## src/rtl/oled_region_arbiter_pkg.sv

```systemverilog
// oled_region_arbiter_pkg: region bounds, FSM states, region encodings and the cyclic request search.
package oled_region_arbiter_pkg;
   localparam logic [6:0] REGION2_X = 7'd32;
   localparam logic [6:0] REGION3_X = 7'd64;
   localparam logic [6:0] X_LIMIT   = 7'd96;
   typedef logic [0:0] state_t;
   localparam state_t ST_IDLE   = 1'b0;
   localparam state_t ST_ACTIVE = 1'b1;
   localparam logic [1:0] AR_NONE = 2'd0;
   localparam logic [1:0] AR_R1   = 2'd1;
   localparam logic [1:0] AR_R2   = 2'd2;
   localparam logic [1:0] AR_R3   = 2'd3;
   function automatic logic [1:0] inc3(input logic [1:0] i);
      return (i == 2'd2) ? 2'd0 : i + 2'd1;
   endfunction
   // Returns {found, index} of the first set request at or after start in 0 -> 1 -> 2 order.
   function automatic logic [2:0] first_set(input logic [2:0] req, input logic [1:0] start);
      logic [1:0] a, b;
      a = inc3(start);
      b = inc3(a);
      return req[start] ? {1'b1, start} : req[a] ? {1'b1, a} : req[b] ? {1'b1, b} : 3'b000;
   endfunction
endpackage

```

## src/rtl/oled_region_arbiter_switch_debounce.sv

```systemverilog
// switch_debounce: 2-flop synchronizer followed by a consecutive-cycle stability filter.
module switch_debounce
   import oled_region_arbiter_pkg::*;
#(
   parameter int DEBOUNCE_CYCLES = 65536
) (
   input  logic clk_i,
   input  logic rst_i,
   input  logic sw_i,
   output logic req_o
);
   localparam int CW = $clog2(DEBOUNCE_CYCLES + 1);
   localparam logic [CW-1:0] LAST = CW'(DEBOUNCE_CYCLES - 1);
   localparam logic [CW-1:0] ONE  = CW'(1);
   logic [1:0] sync_q;
   logic req_q, req_d;
   logic [CW-1:0] cnt_q, cnt_d;
   always_comb begin
      req_d = req_q;
      cnt_d = '0;
      if (sync_q[1] != req_q) begin
         cnt_d = (cnt_q == LAST) ? '0 : cnt_q + ONE;
         req_d = (cnt_q == LAST) ? sync_q[1] : req_q;
      end
   end
   always_ff @(posedge clk_i) begin
      if (rst_i) begin
         sync_q <= 2'b00;
         req_q  <= 1'b0;
         cnt_q  <= '0;
      end else begin
         sync_q <= {sync_q[0], sw_i};
         req_q  <= req_d;
         cnt_q  <= cnt_d;
      end
   end
   assign req_o = req_q;
endmodule

```

## src/rtl/oled_region_arbiter.sv

```systemverilog
// oled_region_arbiter: frame-aligned round-robin grant of three OLED column regions to debounced switches,
// painting the granted region in FG_COLOUR.
module oled_region_arbiter
   import oled_region_arbiter_pkg::*;
#(
   parameter int          DEBOUNCE_CYCLES = 65536,
   parameter int          HOLD_FRAMES     = 30,
   parameter logic [15:0] FG_COLOUR       = 16'hFFFF
) (
   input  logic        CLK,
   input  logic        RST,
   input  logic        SW1,
   input  logic        SW2,
   input  logic        SW3,
   input  logic        frame_begin,
   input  logic [6:0]  x,
   input  logic [5:0]  y,
   output logic [15:0] olede,
   output logic [2:0]  grant,
   output logic [1:0]  active_region
);
   localparam int CW = $clog2(HOLD_FRAMES + 1);
   localparam logic [CW-1:0] HOLD    = CW'(HOLD_FRAMES);
   localparam logic [CW-1:0] HOLD_M1 = CW'(HOLD_FRAMES - 1);
   localparam logic [CW-1:0] ONE     = CW'(1);
   logic [2:0] req, grant_q, grant_d, pick_idle, pick_next, move_idx;
   logic [1:0] ar_q, ar_d, rr_q, rr_d, cur, x_region;
   state_t state_q, state_d;
   logic [CW-1:0] cnt_q, cnt_d;
   logic [15:0] olede_q, olede_d;
   logic unused_y;
   switch_debounce #(.DEBOUNCE_CYCLES(DEBOUNCE_CYCLES)) u_sw1 (.clk_i(CLK), .rst_i(RST), .sw_i(SW1), .req_o(req[0]));
   switch_debounce #(.DEBOUNCE_CYCLES(DEBOUNCE_CYCLES)) u_sw2 (.clk_i(CLK), .rst_i(RST), .sw_i(SW2), .req_o(req[1]));
   switch_debounce #(.DEBOUNCE_CYCLES(DEBOUNCE_CYCLES)) u_sw3 (.clk_i(CLK), .rst_i(RST), .sw_i(SW3), .req_o(req[2]));
   assign unused_y  = ^y;
   assign cur       = ar_q - 2'd1;
   assign pick_idle = first_set(req, rr_q);
   assign pick_next = first_set(req, inc3(cur));
   assign move_idx  = (state_q == ST_IDLE) ? pick_idle : pick_next;
   assign x_region  = (x < REGION2_X) ? AR_R1 : (x < REGION3_X) ? AR_R2 : AR_R3;
   assign olede_d   = (ar_q != AR_NONE && x < X_LIMIT && x_region == ar_q) ? FG_COLOUR : 16'h0000;
   always_comb begin
      state_d = state_q;
      grant_d = grant_q;
      ar_d    = ar_q;
      rr_d    = rr_q;
      cnt_d   = cnt_q;
      if (frame_begin) begin
         // Keep the owner while its hold is unfinished or nobody else is waiting.
         if (state_q == ST_ACTIVE && req[cur] && (cnt_q < HOLD_M1 || pick_next[1:0] == cur)) begin
            cnt_d = (cnt_q == HOLD) ? HOLD : cnt_q + ONE;
         end else if (move_idx[2]) begin
            state_d = ST_ACTIVE;
            grant_d = 3'b001 << move_idx[1:0];
            ar_d    = move_idx[1:0] + 2'd1;
            rr_d    = move_idx[1:0];
            cnt_d   = '0;
         end else begin
            state_d = ST_IDLE;
            grant_d = 3'b000;
            ar_d    = AR_NONE;
            cnt_d   = '0;
         end
      end
   end
   always_ff @(posedge CLK) begin
      if (RST) begin
         state_q <= ST_IDLE;
         grant_q <= 3'b000;
         ar_q    <= AR_NONE;
         rr_q    <= 2'd0;
         cnt_q   <= '0;
         olede_q <= 16'h0000;
      end else begin
         state_q <= state_d;
         grant_q <= grant_d;
         ar_q    <= ar_d;
         rr_q    <= rr_d;
         cnt_q   <= cnt_d;
         olede_q <= olede_d;
      end
   end
   assign grant         = grant_q;
   assign active_region = ar_q;
   assign olede         = olede_q;
endmodule

```

## config.mk

```make
export PLATFORM = sky130hd
export DESIGN_NAME = oled_region_arbiter
export DESIGN_NICKNAME = d
export VERILOG_FILES = /design/src/rtl/oled_region_arbiter_pkg.sv /design/src/rtl/oled_region_arbiter_switch_debounce.sv /design/src/rtl/oled_region_arbiter.sv
export SDC_FILE = /design/constraint.sdc
export NUM_CORES = 1
export LEC_CHECK = 0
export ABC_AREA = 1
export CORE_ASPECT_RATIO = 1.1
export CORE_UTILIZATION = 60
export DETAILED_ROUTE_END_ITERATION = 7
export PLACE_DENSITY = 0.85
export SYNTH_ARGS = -nofsm -noshare
export SYNTH_HDL_FRONTEND = slang
export SYNTH_SLANG_ARGS = --single-unit
```

## constraint.sdc

```tcl
create_clock -name CLK -period 6.5 [get_ports CLK]
set_clock_uncertainty 0.2 [all_clocks]
set_input_delay 1.3 -clock CLK [delete_from_list [all_inputs] [get_ports CLK]]
set_output_delay 1.3 -clock CLK [all_outputs]
set_load 0.01 [all_outputs]
```

==> flow_summary.ini <==
[logic_synthesis]
synth_area_mm2 = 0.00365
syn_avg_cell_area_um2 = 7.26
ys.warnings.count = 0
synth_nets = 537
synth.ff_latch_count = 74
syn_inst = 502
netlist-cell-type-count = 36
sequential_fraction_of_the_synthesis_area_pct = 40.6

[global_route]
grt_max_degree = 20
grt_first_pass_wirelength_mm = 11.4
grt_most_used_layer = met2
met2_usage_pct = 39.3
grt_use_met1_pct = 24.7
global_route_total_overflow = 0
grt_antenna_before_repair = 0
grt_util_all_layers_pct = 21.6
first_global_vias = 2910
globalRouteMet3Util_pct = 4.59

[routing]
dr_total_vias = 3176
wl_per_cell_um = 10.8
dr.first_iter.drc_count = 184
routed_wl_mm = 6.46
route.detailed.drc = 0
drt_pass1_iterations = 7
avgViaCountPerCell = 5.28
antenna_violating_nets_post_route = 0

[die]
start_util_pct = 62.8
fp.coreArea_mm2 = 0.00581
dieArea_mm2 = 0.00639
die_w_um = 76.3
fp.dieH_um = 83.8
row_count = 29
io_pins = 40

[clock_tree]
path_clk_slew_ns = 0.07
cts_resized = 0
clk-insertion-delay-late_ns = 0.34
root_buffer_cell = sky130_fd_sc_hd__clkbuf_8
clock_path_buffers = 2
clock_tree_from_tritoncts = yes
cts_sinks = 74
tritoncts.num_buffers = 9
holdBufCountCts = 0
post_cts.repair.setup_buffers = 0
clock_tree.htree_level_count = 3

[setup_path]
critPathTopFamily = buffers and inverters
critPathRequiredTime_ns = 6.52
path_class = primary input to flip-flop
critical_path.endpoint_type = flip-flop
crit_arrival_ns = 3.52
slowest_delay_ns = 0.94
cp.buffers_inverters = 3
cpMaxStageDelayCell = sky130_fd_sc_hd__clkdlybuf4s50_1
path_max_fanout = 19
critPathLaunchType = primary input
path_cells = clkdlybuf4s50_1, clkinv_1, nand4_1, inv_1, o21ai_0, a21oi_1

[power_and_ir_drop]
total_leakage_power_nw = 1.45
design_power_total_w = 0.000941
irDropWorstVdd_v = 0.000197
power.density_mw_per_mm2 = 233

[timing]
rsz0062_at_grt = no
tns_ns = 0
max_freq_ghz = 0.286
setup_ws_ns = 3.00
timing_worst_slew_pin_value_ns = 0.722
fin_crit_sh_pct = 53.9
timing_hold_violations_final = 0
setup_violations = 0
maxSlewHeadroom_pct = 51.7
period_minus_ws_final_ns = 3.50
maxSlewViolCount = 0

[placement]
gp_congestion = 0.881
hpwlAfterDp_mm = 4.71
dp_worst_setup_slack_ns = 2.63
portBuffers = 28

[layout]
layout.core_utilization_pct = 69.5
antenna_cells = 0
flip_flop_and_latch_area_mm2 = 0.00148
drive_above_1_share_pct = 5.53
commonest_non_fill_non_tap_cells_in_the_layout = sky130_fd_sc_hd__nand2_1 (79), sky130_fd_sc_hd__inv_1 (78), sky130_fd_sc_hd__dfxtp_1 (74), sky130_fd_sc_hd__nor2_1 (51), sky130_fd_sc_hd__a21oi_1 (49)
multi_input_comb_area_mm2 = 0.00172
final_common_cell = sky130_fd_sc_hd__nand2_1
area_growth_syn_to_layout_pct = 10.7
nFillCells = 509
design.final.nets = 555

[min_path]
holdCritPathClass = flip-flop to flip-flop

[status]
status = finished, final reports clean

[run]
drv.max_cap_violation_count = 0
[flip-flops by register name, indices dropped and copies added (netlist names)]
register and cells:
u_sw1.cnt_q 17, u_sw2.cnt_q 17, u_sw3.cnt_q 17, cnt_q 5, grant 3, active_region 2
rr_q 2, u_sw1.sync_q 2, u_sw2.sync_q 2, u_sw3.sync_q 2, olede 1, state_q 1
u_sw1.req_o 1, u_sw2.req_o 1, u_sw3.req_o 1
[where the power goes]
part | leakage (nW) | internal (W) | switching, W
logic | 0.774 | 0.0000624 | 0.000101
registers | 0.598 | 0.000468 | 0.0000202
clock network | 0.0762 | 0.000136 | 0.000155
total | 1.45 | 0.000666 | 0.000275
[Yosys cell counts]
cell type | number | share of area, %
sky130_fd_sc_hd__a211oi_1 | 3 | 0.62
sky130_fd_sc_hd__a21oi_1 | 49 | 6.7
sky130_fd_sc_hd__a22oi_1 | 2 | 0.41
sky130_fd_sc_hd__a31oi_1 | 3 | 0.51
sky130_fd_sc_hd__buf_1 | 1 | 0.10
sky130_fd_sc_hd__buf_2 | 4 | 0.55
sky130_fd_sc_hd__buf_4 | 15 | 3.1
sky130_fd_sc_hd__clkbuf_1 | 1 | 0.10
sky130_fd_sc_hd__clkinv_1 | 1 | 0.10
sky130_fd_sc_hd__clkinv_2 | 1 | 0.14
sky130_fd_sc_hd__dfxtp_1 | 74 | 41
sky130_fd_sc_hd__ha_1 | 16 | 5.5
sky130_fd_sc_hd__inv_1 | 78 | 8.0
sky130_fd_sc_hd__inv_2 | 1 | 0.10
sky130_fd_sc_hd__nand2_1 | 79 | 8.1
sky130_fd_sc_hd__nand2_2 | 2 | 0.34
sky130_fd_sc_hd__nand2_4 | 2 | 0.62
sky130_fd_sc_hd__nand3_1 | 26 | 3.6
sky130_fd_sc_hd__nand3_2 | 3 | 0.82
sky130_fd_sc_hd__nand3b_1 | 5 | 1.0
sky130_fd_sc_hd__nand4_1 | 11 | 1.9
sky130_fd_sc_hd__nor2_1 | 51 | 5.3
sky130_fd_sc_hd__nor2_2 | 2 | 0.34
sky130_fd_sc_hd__nor3_1 | 13 | 1.8
sky130_fd_sc_hd__nor3_2 | 2 | 0.55
sky130_fd_sc_hd__nor3b_1 | 4 | 0.82
sky130_fd_sc_hd__nor4_1 | 2 | 0.34
sky130_fd_sc_hd__nor4b_1 | 1 | 0.24
sky130_fd_sc_hd__o211ai_1 | 1 | 0.21
sky130_fd_sc_hd__o21a_1 | 5 | 1.0
sky130_fd_sc_hd__o21ai_0 | 36 | 4.9
sky130_fd_sc_hd__o21ai_1 | 2 | 0.27
sky130_fd_sc_hd__o21ba_2 | 1 | 0.27
sky130_fd_sc_hd__o22ai_1 | 1 | 0.17
sky130_fd_sc_hd__or2_2 | 3 | 0.51
sky130_fd_sc_hd__xor2_1 | 1 | 0.24
[stage by stage]
step           hold WS [ns]  cells  instance area [µm²]
2_1_floorplan         0.188    502                 3650
3_3_place_gp          0.196    586                 3880
3_5_place_dp          0.201    586                 3880
4_1_cts               0.211    601                 4040
5_1_grt               0.229    601                 4040
6_report              0.209    601                 4040
[logic make-up after synthesis]
logic type / after synthesis / share of synthesized area, %
flops: 74 / 40.6
buf+inv: 102 / 12.2
fa+ha+maj: 16 / 5.49
compound gates: 103 / 15.2
xor+xnor: 1 / 0.240
simple gates: 206 / 26.3
[final timing paths]
| check | from | endpoint | slack (ns) | cells after the start |
|---|---|---|---|---|
| min | u_sw3.sync_q[0] | u_sw3.sync_q[1] | 0.21 | 2 |
| max reg2reg | u_sw1.cnt_q[0] | u_sw1.cnt_q[3] | 3.35 | 15 |
| min reg2reg | u_sw3.sync_q[0] | u_sw3.sync_q[1] | 0.21 | 2 |
| max | RST | u_sw1.cnt_q[3] | 3.00 | 6 |
[metal layers]
layer  vias to the layer above  wire [µm]
met5                         -          0
met4                         0         72
met3                         9        286
met2                        73       3170
met1                      1432       2930
li1                       1662          -
[final cells by class]
cell class | instances | area share (%)
sequential | 74 | 36.7
inverter | 81 | 7.57
multi-input combinational | 326 | 42.6
clock buffer | 12 | 3.35
clock inverter | 3 | 0.434
tap | 77 | 2.39
timing repair buffer | 28 | 6.95
[worst register-to-register path, cell delays in order, from the launching register on]
cell and delay [ns]:
sky130_fd_sc_hd__dfxtp_1 0.36, sky130_fd_sc_hd__ha_1 0.17, sky130_fd_sc_hd__nand2_1 0.06, sky130_fd_sc_hd__inv_1 0.09, sky130_fd_sc_hd__nand4_1 0.15, sky130_fd_sc_hd__nor4_1 0.40
sky130_fd_sc_hd__nand4_1 0.22, sky130_fd_sc_hd__nor2_1 0.13, sky130_fd_sc_hd__nand2_1 0.08, sky130_fd_sc_hd__nor3_1 0.15, sky130_fd_sc_hd__ha_1 0.17, sky130_fd_sc_hd__inv_1 0.05
sky130_fd_sc_hd__nand4_1 0.34, sky130_fd_sc_hd__inv_1 0.24, sky130_fd_sc_hd__o21ai_0 0.15, sky130_fd_sc_hd__a21oi_1 0.06
Note: power is estimated with default switching activity, not from simulation.
